[src/rtl/imu_frame_streamer.sv]
// IMU frame streamer: assembles 10-byte big-endian sensor frames and presents them
// on an AXI4-Stream style output through a 2-entry frame FIFO.
module imu_frame_streamer #(
    parameter int unsigned OVR_WIDTH = 8
) (
    input  logic                 clk,
    input  logic                 reset,
    input  logic [7:0]           BYTE_IN,
    input  logic                 BYTE_VALID,
    input  logic                 FRAME_START,
    output logic [15:0]          RAW_ACCL_X,
    output logic [15:0]          RAW_ACCL_Y,
    output logic [15:0]          RAW_ACCL_Z,
    output logic [15:0]          RAW_GYRO_X,
    output logic [15:0]          RAW_GYRO_Y,
    output logic                 TVALID,
    input  logic                 TREADY,
    output logic [OVR_WIDTH-1:0] OVERRUN_COUNT,
    output logic                 FRAMING_ERR
);

    typedef enum logic [0:0] {StIdle, StCollect} state_e;

    state_e               state_q, state_d;
    logic [3:0]           idx_q, idx_d;
    logic [71:0]          asm_q, asm_d;
    logic                 ferr_q, ferr_d;
    logic [OVR_WIDTH-1:0] ovr_q, ovr_d;

    logic                 push;
    logic [79:0]          push_data;

    logic [79:0]          mem_q [2];
    logic                 rd_ptr_q, wr_ptr_q;
    logic [1:0]           count_q, count_d;
    logic                 pop, full, accept, drop;
    logic [79:0]          head;

    // Bytes shift in from the bottom, so byte 0 ends up in the top bits of the frame.
    assign push_data = {asm_q, BYTE_IN};

    always_comb begin
        state_d = state_q;
        idx_d   = idx_q;
        asm_d   = asm_q;
        ferr_d  = ferr_q;
        push    = 1'b0;
        if (BYTE_VALID) begin
            unique case (state_q)
                StIdle: begin
                    if (FRAME_START) begin
                        asm_d   = {64'd0, BYTE_IN};
                        idx_d   = 4'd1;
                        state_d = StCollect;
                    end else begin
                        ferr_d = 1'b1;
                    end
                end
                StCollect: begin
                    if (FRAME_START) begin
                        // Resync: drop the partial frame and start over with this byte.
                        ferr_d = 1'b1;
                        asm_d  = {64'd0, BYTE_IN};
                        idx_d  = 4'd1;
                    end else if (idx_q == 4'd9) begin
                        push    = 1'b1;
                        idx_d   = 4'd0;
                        state_d = StIdle;
                    end else begin
                        asm_d = {asm_q[63:0], BYTE_IN};
                        idx_d = idx_q + 4'd1;
                    end
                end
                default: state_d = StIdle;
            endcase
        end
    end

    assign full   = (count_q == 2'd2);
    assign pop    = (count_q != 2'd0) && TREADY;
    // A simultaneous pop frees the slot, so a push to a full FIFO still lands.
    assign accept = push && (!full || pop);
    assign drop   = push && full && !pop;

    always_comb begin
        count_d = count_q;
        ovr_d   = ovr_q;
        unique case ({accept, pop})
            2'b10:   count_d = count_q + 2'd1;
            2'b01:   count_d = count_q - 2'd1;
            default: count_d = count_q;
        endcase
        if (drop && (ovr_q != {OVR_WIDTH{1'b1}})) begin
            ovr_d = ovr_q + OVR_WIDTH'(1);
        end
    end

    always_ff @(posedge clk) begin
        if (reset) begin
            state_q  <= StIdle;
            idx_q    <= 4'd0;
            asm_q    <= '0;
            ferr_q   <= 1'b0;
            ovr_q    <= '0;
            count_q  <= 2'd0;
            rd_ptr_q <= 1'b0;
            wr_ptr_q <= 1'b0;
            mem_q[0] <= '0;
            mem_q[1] <= '0;
        end else begin
            state_q <= state_d;
            idx_q   <= idx_d;
            asm_q   <= asm_d;
            ferr_q  <= ferr_d;
            ovr_q   <= ovr_d;
            count_q <= count_d;
            if (accept) begin
                mem_q[wr_ptr_q] <= push_data;
                wr_ptr_q        <= ~wr_ptr_q;
            end
            if (pop) begin
                rd_ptr_q <= ~rd_ptr_q;
            end
        end
    end

    assign head          = mem_q[rd_ptr_q];
    assign RAW_ACCL_X    = head[79:64];
    assign RAW_ACCL_Y    = head[63:48];
    assign RAW_ACCL_Z    = head[47:32];
    assign RAW_GYRO_X    = head[31:16];
    assign RAW_GYRO_Y    = head[15:0];
    assign TVALID        = (count_q != 2'd0);
    assign OVERRUN_COUNT = ovr_q;
    assign FRAMING_ERR   = ferr_q;

endmodule

[config.mk]
export PLATFORM = sky130hd
export DESIGN_NAME = imu_frame_streamer
export DESIGN_NICKNAME = d
export VERILOG_FILES = /design/src/rtl/imu_frame_streamer.sv
export SDC_FILE = /design/constraint.sdc
export NUM_CORES = 1
export LEC_CHECK = 0
export CAP_MARGIN = 10
export CORE_MARGIN = 4
export CORE_UTILIZATION = 61
export DETAILED_ROUTE_END_ITERATION = 8
export GPL_ROUTABILITY_DRIVEN = 1
export PLACE_DENSITY = 0.85
export SETUP_SLACK_MARGIN = 0.5
export SKIP_CTS_REPAIR_TIMING = 1
export SYNTH_ARGS = -nofsm -noshare
export SYNTH_HDL_FRONTEND = slang
export SYNTH_SLANG_ARGS = --single-unit
[constraint.sdc]
create_clock -name clk -period 13.3 [get_ports clk]
set_clock_uncertainty 0.15 [all_clocks]
set_input_delay 2.66 -clock clk [delete_from_list [all_inputs] [get_ports clk]]
set_output_delay 2.66 -clock clk [all_outputs]
set_load 0.03 [all_outputs]
==> impl_summary.log <==
[metrics] status: complete, no violations
[metrics] Die W: 137 µm
[metrics] unrepaired setup endpoints after global routing: no
[metrics] R2R setup slack: 9.93 ns
[metrics] GRT overflow: 0
[metrics] total negative slack for setup checks: 0 ns
[metrics] CTS max path bufs: 3
[metrics] count of cells along the worst register-to-register path: 5
[metrics] vias: 6458
[metrics] Worst setup SP type: flip-flop
[metrics] classification of the worst setup path: reg -> out
[metrics] multiplexer share of the synthesized area: 8.87%
[metrics] total routing resource utilization after global routing: 22.8%
[metrics] relative slew slack: 19.0%
[metrics] count of nets left with antenna violations after detail routing: 0
[metrics] Avg WL per Cell: 19.2 µm
[metrics] number of register bits inferred by synthesis: 251
[metrics] worst min-delay path startpoint: asm_q[4]$_SDFFE_PP0P_
[metrics] number of violations reported at the end of detailed-routing iteration 0: 535
[metrics] top library cells by usage in the layout, fill and taps aside: and2_1, edfxtp_1, clkdlybuf4s50_1
[metrics] post-synthesis share of cell area spent on and, or, nand and nor gates: 15.6%
[metrics] complex-gate fraction of the synthesized area: 6.92%
[metrics] max-cap check violation count: 0
[metrics] Clk pin slew, worst setup/hold paths: 0.06 ns
[metrics] Adder-Cell Fraction of Synth Area: 0.739%
[metrics] root buffer selected by CTS: clkbuf_16
[metrics] worst min-delay path endpoint: asm_q[4]$_SDFFE_PP0P_
[metrics] final core area utilization: 75.4%
[metrics] most frequent standard cell in the layout excluding fill and tap cells: and2_1
[metrics] effective utilization at floorplan: 63.1%
[metrics] worst path arrival time: 2.68 ns
[metrics] largest family of logic cells by synthesized area: simple AND/OR/NAND/NOR gates
[metrics] Finish-stage setup viols: 0
[metrics] total count of max-transition violations in the final report: 0
[metrics] launch point of the worst reg-to-reg path: idx_q[0]$_SDFFE_PP0P_
[metrics] clock insertion delay at the later pin of the skew report: 0.50 ns
[metrics] pin count of the biggest net entering global routing: 96
[metrics] ant diodes: 0
[metrics] layout cell share with drive strength beyond 1: 14.8%
[metrics] netlist area before placement: 0.0102 mm²
[metrics] number of antenna violations at the first check in global routing: 0
[metrics] filler instances: 964
[metrics] first-pass GRT wire length: 33900 µm
[metrics] vias in the first global route: 6490
[metrics] endpoint kind of the worst setup timing path: output pin
[metrics] number of levels in the clock H-tree: 1
[metrics] number of warnings printed during yosys synthesis: 0
[metrics] number of instances on the worst hold path: 2
[metrics] WL final: 21300 µm
[metrics] DRC violations left: 0
[metrics] post-layout instance count excluding filler cells: 1108
[metrics] number of CTS-inserted buffers: 24
[metrics] Yosys cell types: 39
[metrics] placeable core region: 0.0161 mm²
[metrics] area overhead of the layout relative to synthesis: 19.6%
[metrics] EDFF count, synth: 160
[metrics] number of sinks handled by clock tree synthesis: 251
[metrics] PwrDens: 136 mW/mm²
[metrics] Via density: 5.83
[metrics] class of the worst hold path: reg -> reg
[metrics] number of nets in the synthesized netlist: 811
[metrics] I/O Pins: 103
[metrics] sequential share of the synthesized area: 65.2%
[metrics] largest vdd supply drop: 0.0992 mV
[metrics] placed instance count: 1063
[metrics] total half-perimeter wirelength after legalization and detailed placement: 12200 µm
[metrics] clock period minus worst slack: 5.49 ns
[metrics] TritonCTS clock tree: done
[metrics] nets: 893
[metrics] Max Clk Rate: 182 MHz
[metrics] count of standard-cell rows: 46
[metrics] height of the chip: 137 µm
[metrics] asr flop ratio synth: 0%
[metrics] static power due to leakage: 4.25 nW
[metrics] worst slew pin tran: 1.21 ns
[metrics] DIE AREA: 0.0188 mm²
[metrics] share of the synthesized netlist area taken by xor and xnor gates: 0.345%
[metrics] Syn Area/Cell: 12.8 µm²
[metrics] crit path max fanout: 80
[metrics] required time reported for the critical path endpoint: 10.49 ns
[metrics] Port Buf Inserts: 102
[metrics] most used flip-flop cell after synthesis: edfxtp_1
[metrics] GPL Wtd Cong: 0.861
[metrics] endpoint of the worst-slack reg-to-reg timing path: mem_q[0][27]$_SDFFCE_PN0P_
[metrics] synthesized netlist cell count: 792
[metrics] post-route fraction of the period consumed by the critical path: 41.2%
[metrics] number of detailed-routing iterations run before antenna repair: 5
[metrics] final hold vios: 0
==> sequential cells by signal, indices dropped and copies added, names as in the netlist, named ones only <==
name,count
wr_ptr_q,1
state_q,1
rd_ptr_q,1
idx_q,4
count_q,2
OVERRUN_COUNT,8
asm_q,72
FRAMING_ERR,1
mem_q,160
==> critical path, cell delays in order, from the launching register on <==
cell and delay [ns]:
dfxtp_4 1.09, mux2_2 0.46, clkdlybuf4s50_1 0.60
==> power by group <==
| group | switching [mW] | total (mW) | internal (mW) |
|---|---|---|---|
| registers | 0.00851 | 0.859 | 0.851 |
| logic | 0.0569 | 0.0892 | 0.0322 |
| clock network | 0.281 | 0.700 | 0.420 |
| total | 0.346 | 1.65 | 1.30 |
==> cell usage after synthesis (2+ instances only) <==
library cell | count | area [µm²]
nor3_1 | 4 | 20.0
buf_2 | 2 | 10.0
a22oi_1 | 65 | 488
a21oi_1 | 21 | 105
nor4_1 | 4 | 25.0
or2_2 | 2 | 12.5
mux2_2 | 80 | 901
nand3_1 | 4 | 20.0
o31a_1 | 2 | 17.5
nand2b_1 | 2 | 12.5
xnor2_1 | 2 | 17.5
ha_1 | 6 | 75.1
or3_1 | 4 | 25.0
inv_1 | 8 | 30.0
nand2_1 | 22 | 82.6
o31ai_1 | 3 | 22.5
xor2_1 | 2 | 17.5
edfxtp_1 | 160 | 4800
or4_1 | 3 | 22.5
nand3b_1 | 3 | 22.5
dfxtp_1 | 91 | 1820
and2_1 | 161 | 1010
o21ai_0 | 3 | 15.0
clkbuf_1 | 51 | 191
nor2_1 | 73 | 274
==> metrics by stage <==
step                instance area, µm²  power [mW]  setup WS (ns)  hold WS, ns
floorplan                        10200       0.928           5.80        0.304
global placement                 11300       0.962           7.59        0.326
detailed placement               11300       0.965           7.46        0.335
CTS                              12100        1.65           7.77        0.339
global route                     12200        1.69           7.71        0.379
finish                           12200        1.65           7.81        0.342
==> layer usage <==
layer	vias to the layer above	GRT usage, %	share of wire [%]	wire (µm)
li1	2985	-	-	-
met1	3193	30.7	41	8690
met2	254	39.7	51	11000
met3	26	3.01	6.2	1320
met4	0	5.04	1.5	329
met5	-	0	0	0
==> area by class of cell <==
cell class / count / area [µm²] / area share [%]
clock inverter: 16 / 178 / 1.46
inverter: 8 / 30.0 / 0.247
timing repair buffer: 109 / 1070 / 8.79
sequential: 251 / 6630 / 54.5
clock buffer: 28 / 637 / 5.24
tap: 216 / 270 / 2.22
multi-input combinational: 480 / 3340 / 27.5
==> cells by family (layout without fill, tap and decap cells) <==
family | Yosys count | in the layout
multiplexers | 80 | 80
buffers and inverters | 61 | 161
XOR/XNOR | 4 | 4
AO/OA/AOI/OAI | 101 | 101
flip-flops | 251 | 251
adder cells (fa/ha/maj) | 6 | 6
AND/OR/NAND/NOR | 289 | 289
==> how the worst max path moves through the flow <==
stage,endpoint,slack (ns),cells past startpoint
finish,RAW_ACCL_Y[7],7.81,2
global route,RAW_ACCL_Y[5],7.71,2
CTS,RAW_GYRO_X[8],7.77,2
detailed placement,mem_q[0][46]$_SDFFCE_PN0P_,7.46,5
global placement,mem_q[0][23]$_SDFFCE_PN0P_,7.59,5
floorplan,mem_q[0][0]$_SDFFCE_PN0P_,5.80,3
No activity file was read; power rests on OpenSTA's default activity.
